**src/rtl/poly_result_reader.sv**
```systemverilog
// poly_result_reader: walks the result RAM after start_i and streams masked words as packed beats.
module poly_result_reader #(
    parameter int N          = 17669,
    parameter int RAMWIDTH   = 32,
    parameter int ADDR_WIDTH = 10,
    parameter int BEAT_WIDTH = 128,
    parameter int RD_LATENCY = 1
) (
    input  logic                  clk,
    input  logic                  rst,
    input  logic                  start_i,
    output logic [ADDR_WIDTH-1:0] addr_result_o,
    output logic                  rd_dout_o,
    input  logic [RAMWIDTH-1:0]   dout_i,
    output logic [BEAT_WIDTH-1:0] data_o,
    output logic                  valid_o,
    input  logic                  ready_i,
    output logic                  last_o,
    output logic                  busy_o,
    output logic                  done_o
);
    localparam int NUM_WORDS = (N + RAMWIDTH - 1) / RAMWIDTH;
    localparam int WPB = BEAT_WIDTH / RAMWIDTH;
    localparam int NUM_BEATS = (NUM_WORDS + WPB - 1) / WPB;
    localparam int PW = $clog2(NUM_WORDS + 1);
    localparam int BW = $clog2(NUM_BEATS + 1);
    localparam int KW = $clog2(WPB + 1);
    localparam int REM = N % RAMWIDTH;
    localparam logic [RAMWIDTH-1:0] MASK = (REM == 0) ? {RAMWIDTH{1'b1}} : RAMWIDTH'((64'd1 << REM) - 64'd1);

    typedef enum logic [1:0] {IDLE, FETCH, PRESENT, DONE} state_t;
    state_t state, next;

    logic [PW-1:0] ptr, left, nptr;
    logic [BW-1:0] beat;
    logic [KW-1:0] iss, k;
    logic [RD_LATENCY-1:0] vp, mp;
    logic [KW-1:0] lp [RD_LATENCY];
    logic hs, cap_last, last_beat, go;

    assign left      = PW'(NUM_WORDS) - ptr;
    assign k         = (left >= PW'(WPB)) ? KW'(WPB) : KW'(left);
    assign hs        = valid_o && ready_i;
    assign last_beat = beat == BW'(NUM_BEATS - 1);
    assign cap_last  = vp[RD_LATENCY-1] && lp[RD_LATENCY-1] == k - KW'(1);
    assign go        = state != FETCH && next == FETCH;
    assign nptr      = (state == IDLE) ? '0 : ptr + PW'(k);

    always_ff @(posedge clk) state <= rst ? IDLE : next;

    always_comb begin
        next = (state == IDLE)    ? (start_i ? FETCH : IDLE) :
               (state == FETCH)   ? (cap_last ? PRESENT : FETCH) :
               (state == PRESENT) ? (!hs ? PRESENT : last_beat ? DONE : FETCH) : IDLE;
    end

    always_comb begin
        valid_o = state == PRESENT;
        busy_o  = state == FETCH || state == PRESENT;
        done_o  = state == DONE;
        last_o  = valid_o && last_beat;
    end

    // vp/lp/mp track each issued read until its word returns RD_LATENCY cycles later
    always_ff @(posedge clk) begin
        if (rst) begin
            ptr           <= '0;
            beat          <= '0;
            iss           <= '0;
            addr_result_o <= '0;
            rd_dout_o     <= 1'b0;
            data_o        <= '0;
            vp            <= '0;
            mp            <= '0;
            for (int i = 0; i < RD_LATENCY; i++) lp[i] <= '0;
        end else begin
            vp[0] <= rd_dout_o;
            mp[0] <= addr_result_o == ADDR_WIDTH'(NUM_WORDS - 1);
            lp[0] <= iss - KW'(1);
            for (int i = 1; i < RD_LATENCY; i++) begin
                vp[i] <= vp[i-1];
                mp[i] <= mp[i-1];
                lp[i] <= lp[i-1];
            end
            for (int i = 0; i < WPB; i++)
                if (vp[RD_LATENCY-1] && lp[RD_LATENCY-1] == KW'(i))
                    data_o[RAMWIDTH*i +: RAMWIDTH] <= dout_i & (mp[RD_LATENCY-1] ? MASK : {RAMWIDTH{1'b1}});
            if (go) begin
                ptr           <= nptr;
                beat          <= (state == IDLE) ? '0 : beat + BW'(1);
                addr_result_o <= ADDR_WIDTH'(nptr);
                rd_dout_o     <= 1'b1;
                iss           <= KW'(1);
                data_o        <= '0;
            end else if (state == FETCH && rd_dout_o && iss < k) begin
                addr_result_o <= addr_result_o + ADDR_WIDTH'(1);
                iss           <= iss + KW'(1);
            end else begin
                rd_dout_o <= 1'b0;
            end
        end
    end
endmodule

```
**config.mk**
```make
export PLATFORM = sky130hd
export DESIGN_NAME = poly_result_reader
export DESIGN_NICKNAME = d
export VERILOG_FILES = /design/src/rtl/poly_result_reader.sv
export SDC_FILE = /design/constraint.sdc
export NUM_CORES = 1
export LEC_CHECK = 0
export BUFFER_PORTS_ARGS = -buffer_cell sky130_fd_sc_hd__buf_2
export CAP_MARGIN = 20
export CORE_MARGIN = 3
export CORE_UTILIZATION = 55
export CTS_BUF_LIST = sky130_fd_sc_hd__clkbuf_8
export CTS_CLUSTER_DIAMETER = 200
export CTS_CLUSTER_SIZE = 28
export DETAILED_ROUTE_END_ITERATION = 8
export PLACE_DENSITY = 0.92
export SLEW_MARGIN = 20
export SYNTH_ARGS = -nofsm -noshare
export SYNTH_HDL_FRONTEND = slang
export SYNTH_SLANG_ARGS = --single-unit
```
**constraint.sdc**
```tcl
create_clock -name clk -period 3.72 [get_ports clk]
set_input_delay 0 -clock clk [delete_from_list [all_inputs] [get_ports clk]]
set_output_delay 0 -clock clk [all_outputs]
set_load 0.005 [all_outputs]
```
### After elaboration in Yosys (flattened, before gate mapping)

Memory sizes are Yosys's and may differ from the RTL's.
Index checks and enable logic that the tools add are counted.

| word-level totals | value |
|---|---|
| word-level logic and storage cells | 74 |
| input port bits | 36 |
| bits in registers | 164 |
| RAM bits | 3 |
| output and inout port bits | 143 |
| memories | 1 |

Memories:

| name | depth | width | read ports | clocked after memory_dff | wr ports | RTL line | RTL |
|---|---|---|---|---|---|---|---|
| lp | 1 | 3 | 1 | 0 | 1 | 38 | `logic [KW-1:0] lp [RD_LATENCY];` |

| operators by class | value |
|---|---|
| equal/unequal tests | 12 |
| order comparisons | 2 |
| reductions and logical operators | 16 |
| bitwise operators | 1 |
| mux-type cells | 22 |
| $add $sub $neg | 7 |

Operator list:

| operator | count |
|---|---|
| $and A32 B32 Y32 | 1 |
| $mux W32 | 1 |
| $mux W10 | 3 |
| $mux W2 | 6 |
| $add A10 B1 Y10 const B | 1 |
| $add A10 B3 Y10 | 1 |
| $eq A10 B10 Y1 const B | 1 |
| $ge A10 B3 Y1 const B | 1 |
| $logic_and A1 B1 Y1 | 10 |
| $sub A10 B10 Y10 const A | 1 |
| $mux W1 | 9 |
| $add A8 B1 Y8 const B | 1 |
| $eq A8 B8 Y1 const B | 1 |
| $mux W8 | 1 |
| $eq A3 B2 Y1 const B | 2 |
| $mux W3 | 2 |
| $sub A3 B1 Y3 const B | 2 |
| $eq A2 B1 Y1 const B | 2 |
| $eq A2 B2 Y1 const B | 2 |
| $add A3 B1 Y3 const B | 1 |
| $eq A3 B1 Y1 const B | 1 |
| $eq A3 B3 Y1 | 1 |
| $logic_not A3 Y1 | 1 |
| $lt A3 B3 Y1 | 1 |
| other kinds (7) | 7 |

### Depth between registers and ports, before layout

Gate-level depths: netlist of run 1.

| depth | value |
|---|---|
| depth in word-level cells | 12 |
| gate-level depth with buffers | 15 |

### Least setup slack after synthesis of run 1

OpenSTA, ideal clock, no wires.

| timing | value |
|---|---|
| kind | flip-flop to flip-flop |
| start | reg ptr[2] |
| end | reg addr_result_o[8] |
| cell stages (with the launch flop) | 14 |
| arrival | 3.226 ns |
| path buffers | 2 |
| required time | 3.584 ns |
| path slack | 0.358 ns |
| setup time | 0.136 ns |
| path through | dfxtp_1 clkbuf_1 inv_1 ha_1 a2111oi_0 and3_1 nand2_1 inv_2 ha_1 a2111oi_0 a31oi_2 buf_2 nor3_1 o32ai_1 |

| on the way | value |
|---|---|
| cells in the longest elaborated chain, start to end | 12 |
| elaborated cells on any way between the ends | 17 |

Ends and longest elaborated chain:

| element | RTL line | RTL |
|---|---|---|
| start: declaration | 34 | `logic [PW-1:0] ptr, left, nptr;` |
| start signal: assignment | 89 | `ptr <= nptr;` |
| $sub A10 B10 Y10 | 41 | `assign left = PW'(NUM_WORDS) - ptr;` |
| $ge A10 B3 Y1 | 42 | `assign k = (left >= PW'(WPB)) ? KW'(WPB) : KW'(left);` |
| $mux W3 | 42 |  |
| $sub A3 B1 Y3 | 45 | `assign cap_last = vp[RD_LATENCY-1] && lp[RD_LATENCY-1] == k - KW'(1);` |
| $eq A3 B3 Y1 | 45 |  |
| $logic_and A1 B1 Y1 | 45 |  |
| $mux W2 (2 in a row) | 53 | `(state == FETCH) ? (cap_last ? PRESENT : FETCH) :` |
| $mux W2 | 52 | `next = (state == IDLE) ? (start_i ? FETCH : IDLE) :` |
| $eq A2 B1 Y1 | 46 | `assign go = state != FETCH && next == FETCH;` |
| $logic_and A1 B1 Y1 | 46 |  |
| $mux W10 / $reduce_bool A2 Y1 (equally long branches) | - |  |
| end signal: assignment | 91 | `addr_result_o <= ADDR_WIDTH'(nptr);` |
| end signal: assignment | 96 | `addr_result_o <= addr_result_o + ADDR_WIDTH'(1);` |
| end: declaration | 12 | `output logic [ADDR_WIDTH-1:0] addr_result_o,` |

Parallel ways exist; a longest one is shown, timed or not.
A chain may end at the register's enable or synchronous reset.

### Final worst setup path of run 1

| timing | value |
|---|---|
| start | reg ptr[1] |
| end | reg state[1] |

| on the way | value |
|---|---|
| cells in the longest elaborated chain, start to end | 9 |

Ends and longest elaborated chain:

| element | RTL line | RTL |
|---|---|---|
| $sub A10 B10 Y10 * | 41 |  |
| $ge A10 B3 Y1 | 42 |  |
| $mux W3 * | 42 |  |
| $sub A3 B1 Y3 * | 45 |  |
| $eq A3 B3 Y1 * | 45 |  |
| $logic_and A1 B1 Y1 * | 45 |  |
| $mux W2 * (2 in a row) | 53 |  |
| $mux W2 * | 52 |  |
| end signal: assignment | 49 | `always_ff @(posedge clk) state <= rst ? IDLE : next;` |
| end: declaration | 32 | `state_t state, next;` |

Mark *: on every way between the ends. The rest lies on a longest branch, timed or not.

==> results of run 1 <==
flip-flops by register name (all words and copies together) (netlist names):
signal and cells:
addr_result_o 10, beat 8, data_o 128, iss 3, lp 3, mp 1
ptr 10, rd_dout_o 1, state 2, vp 1
cell usage in the layout, fill, tap and decap left out, drive strengths merged, types with 2 or more instances in the layout:
cell type,synthesis,layout
o32ai,2,2
nand2,277,277
clkbuf,46,19
clkinv,0,8
xor2,9,9
nor2b,33,33
or2,4,4
and3,10,10
or3,5,5
a31oi,3,3
o22ai,4,4
dlygate4sd3,0,36
nand2b,5,5
nor3,9,9
o21ai,21,21
nor2,31,31
nand4,4,4
a21o,2,2
dfxtp,167,167
nor4,3,3
ha,16,16
buf,11,193
nand3b,2,2
mux2i,3,3
a21oi,143,143
a2111oi,2,2
and2,4,4
o31ai,2,2
xnor2,7,7
inv,13,15
nand3,12,12
logic make-up after synthesis:
logic type / share of synthesized area
buffers and inverters: 0.0413
XOR/XNOR: 0.0206
multiplexers: 0.00440
AO/OA/AOI/OAI: 0.153
adder cells (fa/ha/maj): 0.0294
AND/OR/NAND/NOR: 0.261
flip-flops: 0.490
other: 0.000550
final cells by class:
| type | instances | area (µm²) | share of cell area |
|---|---|---|---|
| clock buffers | 19 | 262 | 0.0304 |
| clock inverters | 12 | 105 | 0.0122 |
| inverters | 13 | 48.8 | 0.00568 |
| multi-input cells | 631 | 3240 | 0.377 |
| flip-flops and latches | 167 | 3340 | 0.389 |
| well taps | 168 | 210 | 0.0245 |
| repair buffers | 229 | 1390 | 0.161 |
power by group through the flow:
stage	Combinational [mW]	Sequential [mW]	Clock (mW)
finish	0.247	1.82	1.21
global route	0.270	1.83	1.30
CTS	0.241	1.82	1.23
detailed placement	0.211	1.86	0
global placement	0.208	1.86	0
floorplan	0.143	1.86	0
layer usage:
metal,track usage,vias to the layer above,wire length [µm]
li1,-,3248,-
met1,0.351,3172,8020
met2,0.483,394,9610
met3,0.0718,77,1790
met4,0.144,0,837
met5,0,-,0
worst paths after layout:
path                                  from                       end  slack (ns)
setup / recovery       ptr[1]$_SDFFE_PP0P_       state[1]$_SDFF_PP0_        0.22
hold / removal                   dout_i[0]    data_o[0]$_SDFFE_PP0P_        0.37
setup reg to reg       ptr[1]$_SDFFE_PP0P_       state[1]$_SDFF_PP0_        0.22
hold reg to reg   data_o[103]$_SDFFE_PP0P_  data_o[103]$_SDFFE_PP0P_        0.46
stage by stage:
stage,hold WS (ns),utilization
floorplan,0.136,-
global placement,0.277,0.648
detailed placement,0.284,0.650
CTS,0.329,0.710
global route,0.360,0.713
finish,0.366,0.713
worst reg2reg max path, cell delays in order, from the launching register on:
cell           delay (ns)
dfxtp_1              0.38
inv_2                0.10
ha_1                 0.32
a2111oi_4            0.38
nand3_2              0.13
or3_1                0.37
ha_1                 0.32
xor2_1               0.13
and2_1               0.18
nand3_1              0.09
o2111a_1             0.27
nor4_1               0.21
dlygate4sd3_1        0.57
what timing repair did:
item,4_1_cts,5_1_grt
hold buffers,36,0
gates resized for setup,1,7
endpoints found under the hold margin,142,0
pin swaps,0,0
endpoints found under the setup margin,2,13
==> flow_metrics.py, run 1 <==
metrics = {
    "floorplanning": {
        "initial_utilization": 0.565,
        "io_pins": 179,
        "die_x_um": 117,
        "dieArea_um2": 13800,
        "coreArea_um2": 12100,
        "die_h_um": 117,
        "rows": 40,
    },
    "grt": {
        "grt_max_degree": 62,
        "grt_overflow_total": 0,
        "grt_first_pass_wirelength_um": 32400,
        "gr-usage-all-layers": 0.290,
        "antenna_found_initial": 0,
        "grt_pass1_vias": 6386,
    },
    "critical_path": {
        "crit_slowest_cell": "dlygate4sd3_1",
        "path_common_cell": "ha_1",
        "start_kind": "flip-flop",
        "path_class": "flip-flop to flip-flop",
        "arrival_ns": 3.91,
        "crit_cells": 12,
        "endpoint_kind": "flip-flop",
        "worst-path-buf-inv": 2,
        "path_delay_family": "simple AND/OR/NAND/NOR gates",
        "max_stage_delay_ns": 0.57,
        "cp_max_fo": 7,
        "r2r_cells": 12,
        "crit_chain": "inv_2 -> ha_1 -> a2111oi_4 -> nand3_2 -> or3_1 -> ha_1 -> xor2_1 -> and2_1 -> nand3_1 -> o2111a_1 -> nor4_1 -> dlygate4sd3_1",
        "critPathRequiredTime_ns": 4.13,
    },
    "cells_and_area": {
        "nFillCells": 900,
        "fin_nets": 1111,
        "areaGrowthSynthToFinish_pct": 26.0,
        "fin_area_um2": 8590,
        "stdcell_count": 1239,
        "num_antenna_cells": 0,
        "drive_gt1_frac": 0.223,
    },
    "hold_path": {
        "hold_class": "input port to flip-flop",
        "hold_depth": 4,
    },
    "detailed_routing": {
        "vias": 6891,
        "wl_per_cell_um": 16.3,
        "vias_per_cell": 5.56,
        "wl_um": 20300,
        "drtAntennaViolNets": 0,
        "firstDrtPassIters": 6,
        "drtIter0Drc": 928,
        "drc": 0,
    },
    "timing": {
        "hold_violations": 0,
        "timing.final.crit_share": 0.941,
        "min_period_ns": 3.50,
        "slew_headroom": 0.502,
        "setup_violations": 0,
        "fmax_mhz": 286,
        "tns_ns": 0,
        "slew_viol_final": 0,
        "worstMarginPinSlew_ns": 0.747,
        "setup_ws_ns": 0.221,
        "finalClockSkew_ns": 0.0149,
    },
    "run": {
        "maxCapViolCount": 0,
    },
    "yosys": {
        "ys_top_cells_by_count": "277 x nand2_1, 167 x dfxtp_1, 143 x a21oi_1",
        "yosysSeqAreaShare": 0.490,
        "yosys.area.top_type": "dfxtp_1",
        "avgSynthCellArea_um2": 7.86,
        "synthesis.area_um2": 6820,
        "ys_types": 54,
        "synth_nets": 920,
        "synth_edf_count": 0,
        "synth_warnings": 0,
        "async_reset_ff_frac": 0,
        "synth_top_area_share": 0.490,
        "ys_seq_elements": 167,
        "synthFlopType": "dfxtp_1",
        "yosysMostFrequentCell": "nand2_1",
        "syn_inst": 868,
        "synth_top_cells_by_area": "dfxtp_1 49%, nand2_1 15%, a21oi_1 10%",
    },
    "placement": {
        "dpl_cell_area_um2": 7840,
        "dp_hpwl_um": 12500,
        "dpl.cell_count": 1172,
        "gp_congestion": 0.893,
        "place_ws_ns": 0.0271,
        "portBuffers": 178,
    },
    "power": {
        "p_int_mw": 2.46,
        "power.switching_mw": 0.822,
        "power_frac_clock": 0.369,
        "power_mw": 3.28,
        "leakagePower_nw": 3.55,
        "p_sw_frac": 0.251,
        "power_frac_comb": 0.075,
        "power_density_nw_per_um2": 382,
        "p_seq_frac": 0.556,
        "ir_drop_mv": 0.187,
    },
    "cts": {
        "cts_tree": "yes",
        "root_buffer": "clkbuf_8",
        "clock-sinks": 167,
        "ctsLongestPathBuffers": 2,
        "h-tree-depth": 4,
        "postCtsSetupBuffers": 0,
        "numCtsBuffers": 17,
        "path_clk_slew_ns": 0.09,
        "clk_latency_ns": 0.47,
    },
    "run_status": {
        "outcome": "finished clean",
    },
}
Note: power is estimated with default switching activity, not from simulation.
==> run 2: changes to the inputs <==
CAP_MARGIN = 25   (was 20)
CELL_PAD_IN_SITES_DETAIL_PLACEMENT = 0   (was default)
CELL_PAD_IN_SITES_GLOBAL_PLACEMENT = 2   (was default)
CORE_UTILIZATION = 31   (was 55)
PLACE_DENSITY = 0.91   (was 0.92)
==> flow_metrics.py, run 2 (same netlist as run 1, synthesis figures left out) <==
metrics = {
    "cts": {
        "numCtsBuffers": 17,
        "ctsLongestPathBuffers": 2,
        "h-tree-depth": 4,
        "clk_latency_ns": 0.47,
        "root_buffer": "clkbuf_8",
        "cts_tree": "yes",
        "path_clk_slew_ns": 0.10,
        "clock-sinks": 167,
    },
    "floorplanning": {
        "rows": 53,
        "coreArea_um2": 21300,
        "die_h_um": 154,
        "dieArea_um2": 23800,
        "die_x_um": 154,
        "io_pins": 179,
        "initial_utilization": 0.320,
    },
    "power": {
        "ir_drop_mv": 0.165,
        "p_seq_frac": 0.506,
        "power_mw": 3.60,
        "p_int_mw": 2.67,
        "p_sw_frac": 0.260,
        "power_frac_clock": 0.423,
        "power_density_nw_per_um2": 407,
        "leakagePower_nw": 3.61,
        "power_frac_comb": 0.070,
        "power.switching_mw": 0.934,
    },
    "critical_path": {
        "start_kind": "flip-flop",
        "critPathRequiredTime_ns": 4.04,
        "path_class": "flip-flop to flip-flop",
        "arrival_ns": 3.66,
        "endpoint_kind": "flip-flop",
        "cp_max_fo": 11,
    },
    "placement": {
        "dpl_cell_area_um2": 8010,
        "gp_congestion": 0.817,
        "dp_hpwl_um": 14500,
        "place_ws_ns": 0.107,
        "portBuffers": 178,
    },
    "timing": {
        "setup_violations": 0,
        "slew_viol_final": 0,
        "slew_headroom": 0.460,
        "worstMarginPinSlew_ns": 0.810,
        "tns_ns": 0,
        "finalClockSkew_ns": 0.0151,
        "fmax_mhz": 300,
        "min_period_ns": 3.33,
        "timing.final.crit_share": 0.896,
        "setup_ws_ns": 0.386,
        "rsz0062_at_grt": "no",
        "whs_ns": 0.358,
        "hold_violations": 0,
    },
    "cells_and_area": {
        "regMostFlops": "data_o",
        "fin_nets": 1116,
        "mostFrequentLayoutCell": "nand2_1",
        "areaGrowthSynthToFinish_pct": 29.9,
        "fin_area_um2": 8850,
        "nFillCells": 2195,
        "top_regs": "data_o: 128 flops, addr_result_o: 10 flops, ptr: 10 flops",
        "drive_gt1_frac": 0.226,
        "num_antenna_cells": 0,
        "largest_register_ffs": 128,
        "mostFrequentLayoutCells": "277 x nand2_1, 178 x buf_2, 167 x dfxtp_1, 143 x a21oi_1, 35 x dlygate4sd3_1",
    },
    "run_status": {
        "outcome": "finished clean",
    },
    "detailed_routing": {
        "firstDrtPassIters": 5,
        "wl_per_cell_um": 15.7,
        "top_layer": "met4",
        "vias": 6434,
        "vias_per_cell": 4.76,
        "drtAntennaViolNets": 0,
        "wl_met2_um": 9830,
        "met1_length_um": 9950,
        "drtIter0Drc": 429,
        "wl_um": 21200,
        "drc": 0,
        "dr_wl_met3_um": 1140,
    },
    "hold_path": {
        "hold_class": "input port to flip-flop",
    },
    "grt": {
        "grt_max_degree": 60,
        "grt_overflow_total": 0,
        "antenna_found_initial": 0,
        "grt_pass1_vias": 5927,
        "gr-usage-all-layers": 0.174,
        "grt_first_pass_wirelength_um": 33300,
    },
    "run": {
        "maxCapViolCount": 0,
    },
}
[run 2: through the flow]
stage,cells,utilization
after floorplan,868,-
after global placement,1280,0.374
after detailed placement,1283,0.376
after CTS,1350,0.415
after global routing,1352,0.416
final,1352,0.416
[run 2: critical path: stages (launching register included)]
cell,delay [ns]
dfxtp_1,0.42
inv_1,0.08
ha_1,0.30
a2111oi_2,0.36
nand3_1,0.14
nor3_1,0.33
inv_1,0.11
ha_1,0.21
a2111oi_1,0.43
a31oi_2,0.14
buf_4,0.19
buf_4,0.15
nor2b_1,0.13
xnor2_1,0.13
nor2_1,0.05
[run 2: worst paths after layout]
kind	startpoint	endpoint	slack, ns	depth (start not counted)
worst max-delay path	ptr[2]$_SDFFE_PP0P_	iss[2]$_SDFFE_PP0P_	0.39	14
worst min-delay path	dout_i[0]	data_o[32]$_SDFFE_PP0P_	0.36	4
worst max register to register	ptr[2]$_SDFFE_PP0P_	iss[2]$_SDFFE_PP0P_	0.39	14
worst min register to register	data_o[63]$_SDFFE_PP0P_	data_o[63]$_SDFFE_PP0P_	0.45	2
[run 2: power groups by stage]
stage          sequential, mW  combinational [mW]  clock [mW]
2_1_floorplan            1.86               0.143           0
3_3_place_gp             1.86               0.225           0
4_1_cts                  1.82               0.255        1.56
5_1_grt                  1.83               0.281        1.64
3_5_place_dp             1.86               0.225           0
6_report                 1.82               0.253        1.52
[run 2: repair_timing]
action / 4_1_cts / 5_1_grt
resized for setup: 0 / 3
endpoints found under the hold margin: 140 / 0
setup endpoints to repair: 0 / 14
setup buffers: 0 / 2
hold buffers: 35 / 0
[run 2: final cells by class]
| cell class | count | area [µm²] | area share |
|---|---|---|---|
| sequential | 167 | 3340 | 0.378 |
| clock buffer | 17 | 234 | 0.0264 |
| inverter | 13 | 48.8 | 0.00551 |
| timing repair buffer | 234 | 1430 | 0.162 |
| tap | 275 | 344 | 0.0389 |
| clock inverter | 15 | 236 | 0.0267 |
| multi-input combinational | 631 | 3210 | 0.363 |
[run 2: per-layer routing]
| layer | GRT usage | up-vias |
|---|---|---|
| met5 | 0 | - |
| met4 | 0.0496 | 0 |
| met3 | 0.0367 | 16 |
| met2 | 0.279 | 186 |
| met1 | 0.236 | 2969 |
| li1 | - | 3263 |
==> run 3: changes to the inputs <==
PLACE_DENSITY = default   (was 0.91)
PLACE_DENSITY_LB_ADDON = 0.1   (was default)
==> flow_metrics.py, run 3 (same netlist as run 1, synthesis figures left out) <==
metrics = {
    "run_status": {
        "outcome": "finished clean",
    },
    "power": {
        "ir_drop_mv": 0.189,
        "power_density_nw_per_um2": 390,
        "leakagePower_nw": 3.58,
    },
    "placement": {
        "portBuffers": 178,
        "place_ws_ns": 0.207,
        "dpl_cell_area_um2": 8000,
        "gp_congestion": 0.816,
        "dpl.cell_count": 1285,
        "dp_hpwl_um": 14900,
    },
    "cells_and_area": {
        "stdcell_count": 1352,
        "ff_latch_area_um2": 3340,
        "multiInputGateArea_um2": 3220,
        "mostFrequentLayoutCell": "nand2_1",
        "top_regs": "data_o: 128 flops, addr_result_o: 10 flops, ptr: 10 flops",
        "largest_register_ffs": 128,
        "nFillCells": 2266,
        "drive_gt1_frac": 0.226,
        "num_antenna_cells": 0,
        "areaGrowthSynthToFinish_pct": 28.7,
        "fin_nets": 1116,
        "fin_util": 0.412,
        "mostFrequentLayoutCells": "277 x nand2_1, 178 x buf_2, 167 x dfxtp_1, 143 x a21oi_1, 35 x dlygate4sd3_1",
        "fin_area_um2": 8770,
        "regMostFlops": "data_o",
    },
    "critical_path": {
        "critPathRequiredTime_ns": 4.09,
        "cp_max_fo": 10,
        "start_kind": "flip-flop",
        "endpoint_kind": "flip-flop",
        "path_class": "flip-flop to flip-flop",
        "arrival_ns": 3.68,
    },
    "floorplanning": {
        "dieArea_um2": 23800,
        "rows": 53,
        "die_h_um": 154,
        "coreArea_um2": 21300,
        "initial_utilization": 0.320,
        "io_pins": 179,
        "die_x_um": 154,
    },
    "timing": {
        "finalClockSkew_ns": 0.0128,
        "worstMarginPinSlew_ns": 0.792,
        "rsz0062_at_grt": "no",
        "min_period_ns": 3.31,
        "hold_violations": 0,
        "setup_ws_ns": 0.413,
        "fmax_mhz": 302,
        "timing.final.crit_share": 0.889,
        "setup_violations": 0,
        "slew_headroom": 0.470,
        "slew_viol_final": 0,
        "tns_ns": 0,
    },
    "grt": {
        "grt_overflow_total": 0,
        "antenna_found_initial": 0,
        "grt_first_pass_wirelength_um": 34200,
        "grt_max_degree": 46,
        "gr-usage-all-layers": 0.180,
        "grt_pass1_vias": 5952,
    },
    "cts": {
        "numCtsBuffers": 17,
        "cts_tree": "yes",
        "h-tree-depth": 4,
        "clk_latency_ns": 0.46,
        "path_clk_slew_ns": 0.10,
        "ctsLongestPathBuffers": 2,
        "clock-sinks": 167,
        "root_buffer": "clkbuf_8",
    },
    "detailed_routing": {
        "drc": 0,
        "wl_per_cell_um": 16.2,
        "drtAntennaViolNets": 0,
        "firstDrtPassIters": 4,
        "vias": 6388,
        "vias_per_cell": 4.72,
        "drtIter0Drc": 301,
        "wl_um": 21900,
    },
    "hold_path": {
        "hold_class": "input port to flip-flop",
    },
    "run": {
        "maxCapViolCount": 0,
    },
}
==> run 3: cell count changes in the layout (fill, tap and decap cells not counted) <==
cell       delta
buf_8         -3
inv_6         +3
clkinv_8      -1
a31oi_2       -1
buf_4         +3
clkbuf_8      +1
a31oi_4       +1
bufinv_16     -3
==> run 3: area by class of cell <==
cell class	instances	share of cell area
clock buffer	18	0.0282
clock inverter	14	0.0178
inverter	13	0.00556
multi-input combinational	631	0.367
sequential	167	0.381
tap	275	0.0392
timing repair buffer	234	0.161
==> run 3: critical path: stages (launching register included) <==
cell and delay (ns):
dfxtp_1 0.44, inv_1 0.08, ha_1 0.31, a2111oi_1 0.44, nand3_1 0.15, nor3_1 0.25
inv_1 0.11, ha_1 0.22, a2111oi_2 0.40, a31oi_4 0.24, nand2_1 0.22, a41oi_1 0.14
o32ai_1 0.22
==> run 3: where the power goes <==
| group | internal (mW) | switching (mW) |
|---|---|---|
| sequential | 1.80 | 0.0175 |
| combinational | 0.0985 | 0.157 |
| clock | 0.581 | 0.768 |
==> run 3: through the flow <==
step,power (mW),hold slack [ns]
2_1_floorplan,2.00,0.136
3_3_place_gp,2.10,0.284
5_1_grt,3.58,0.374
4_1_cts,3.48,0.347
6_report,3.43,0.372
3_5_place_dp,2.09,0.286
==> run 3: final timing paths <==
kind,startpoint,endpoint,slack [ns],depth (start not counted)
min reg2reg,data_o[65]$_SDFFE_PP0P_,data_o[65]$_SDFFE_PP0P_,0.45,2
max,ptr[2]$_SDFFE_PP0P_,addr_result_o[5]$_SDFFE_PP0P_,0.41,12
max reg2reg,ptr[2]$_SDFFE_PP0P_,addr_result_o[5]$_SDFFE_PP0P_,0.41,12
min,dout_i[4],data_o[36]$_SDFFE_PP0P_,0.37,4
==> run 3: routing by layer <==
layer | GRT usage | vias to the layer above | wire length, µm
met5 | 0 | - | 0
met3 | 0.0442 | 12 | 1240
li1 | - | 3256 | -
met1 | 0.259 | 2964 | 10900
met4 | 0.0429 | 0 | 185
met2 | 0.271 | 156 | 9550
==> run 3: what timing repair did <==
item,in CTS,in global routing
setup endpoints to repair,0,14
buffers inserted,0,0
endpoints found under the hold margin,141,0
hold buffers,35,0
resized for setup,0,4
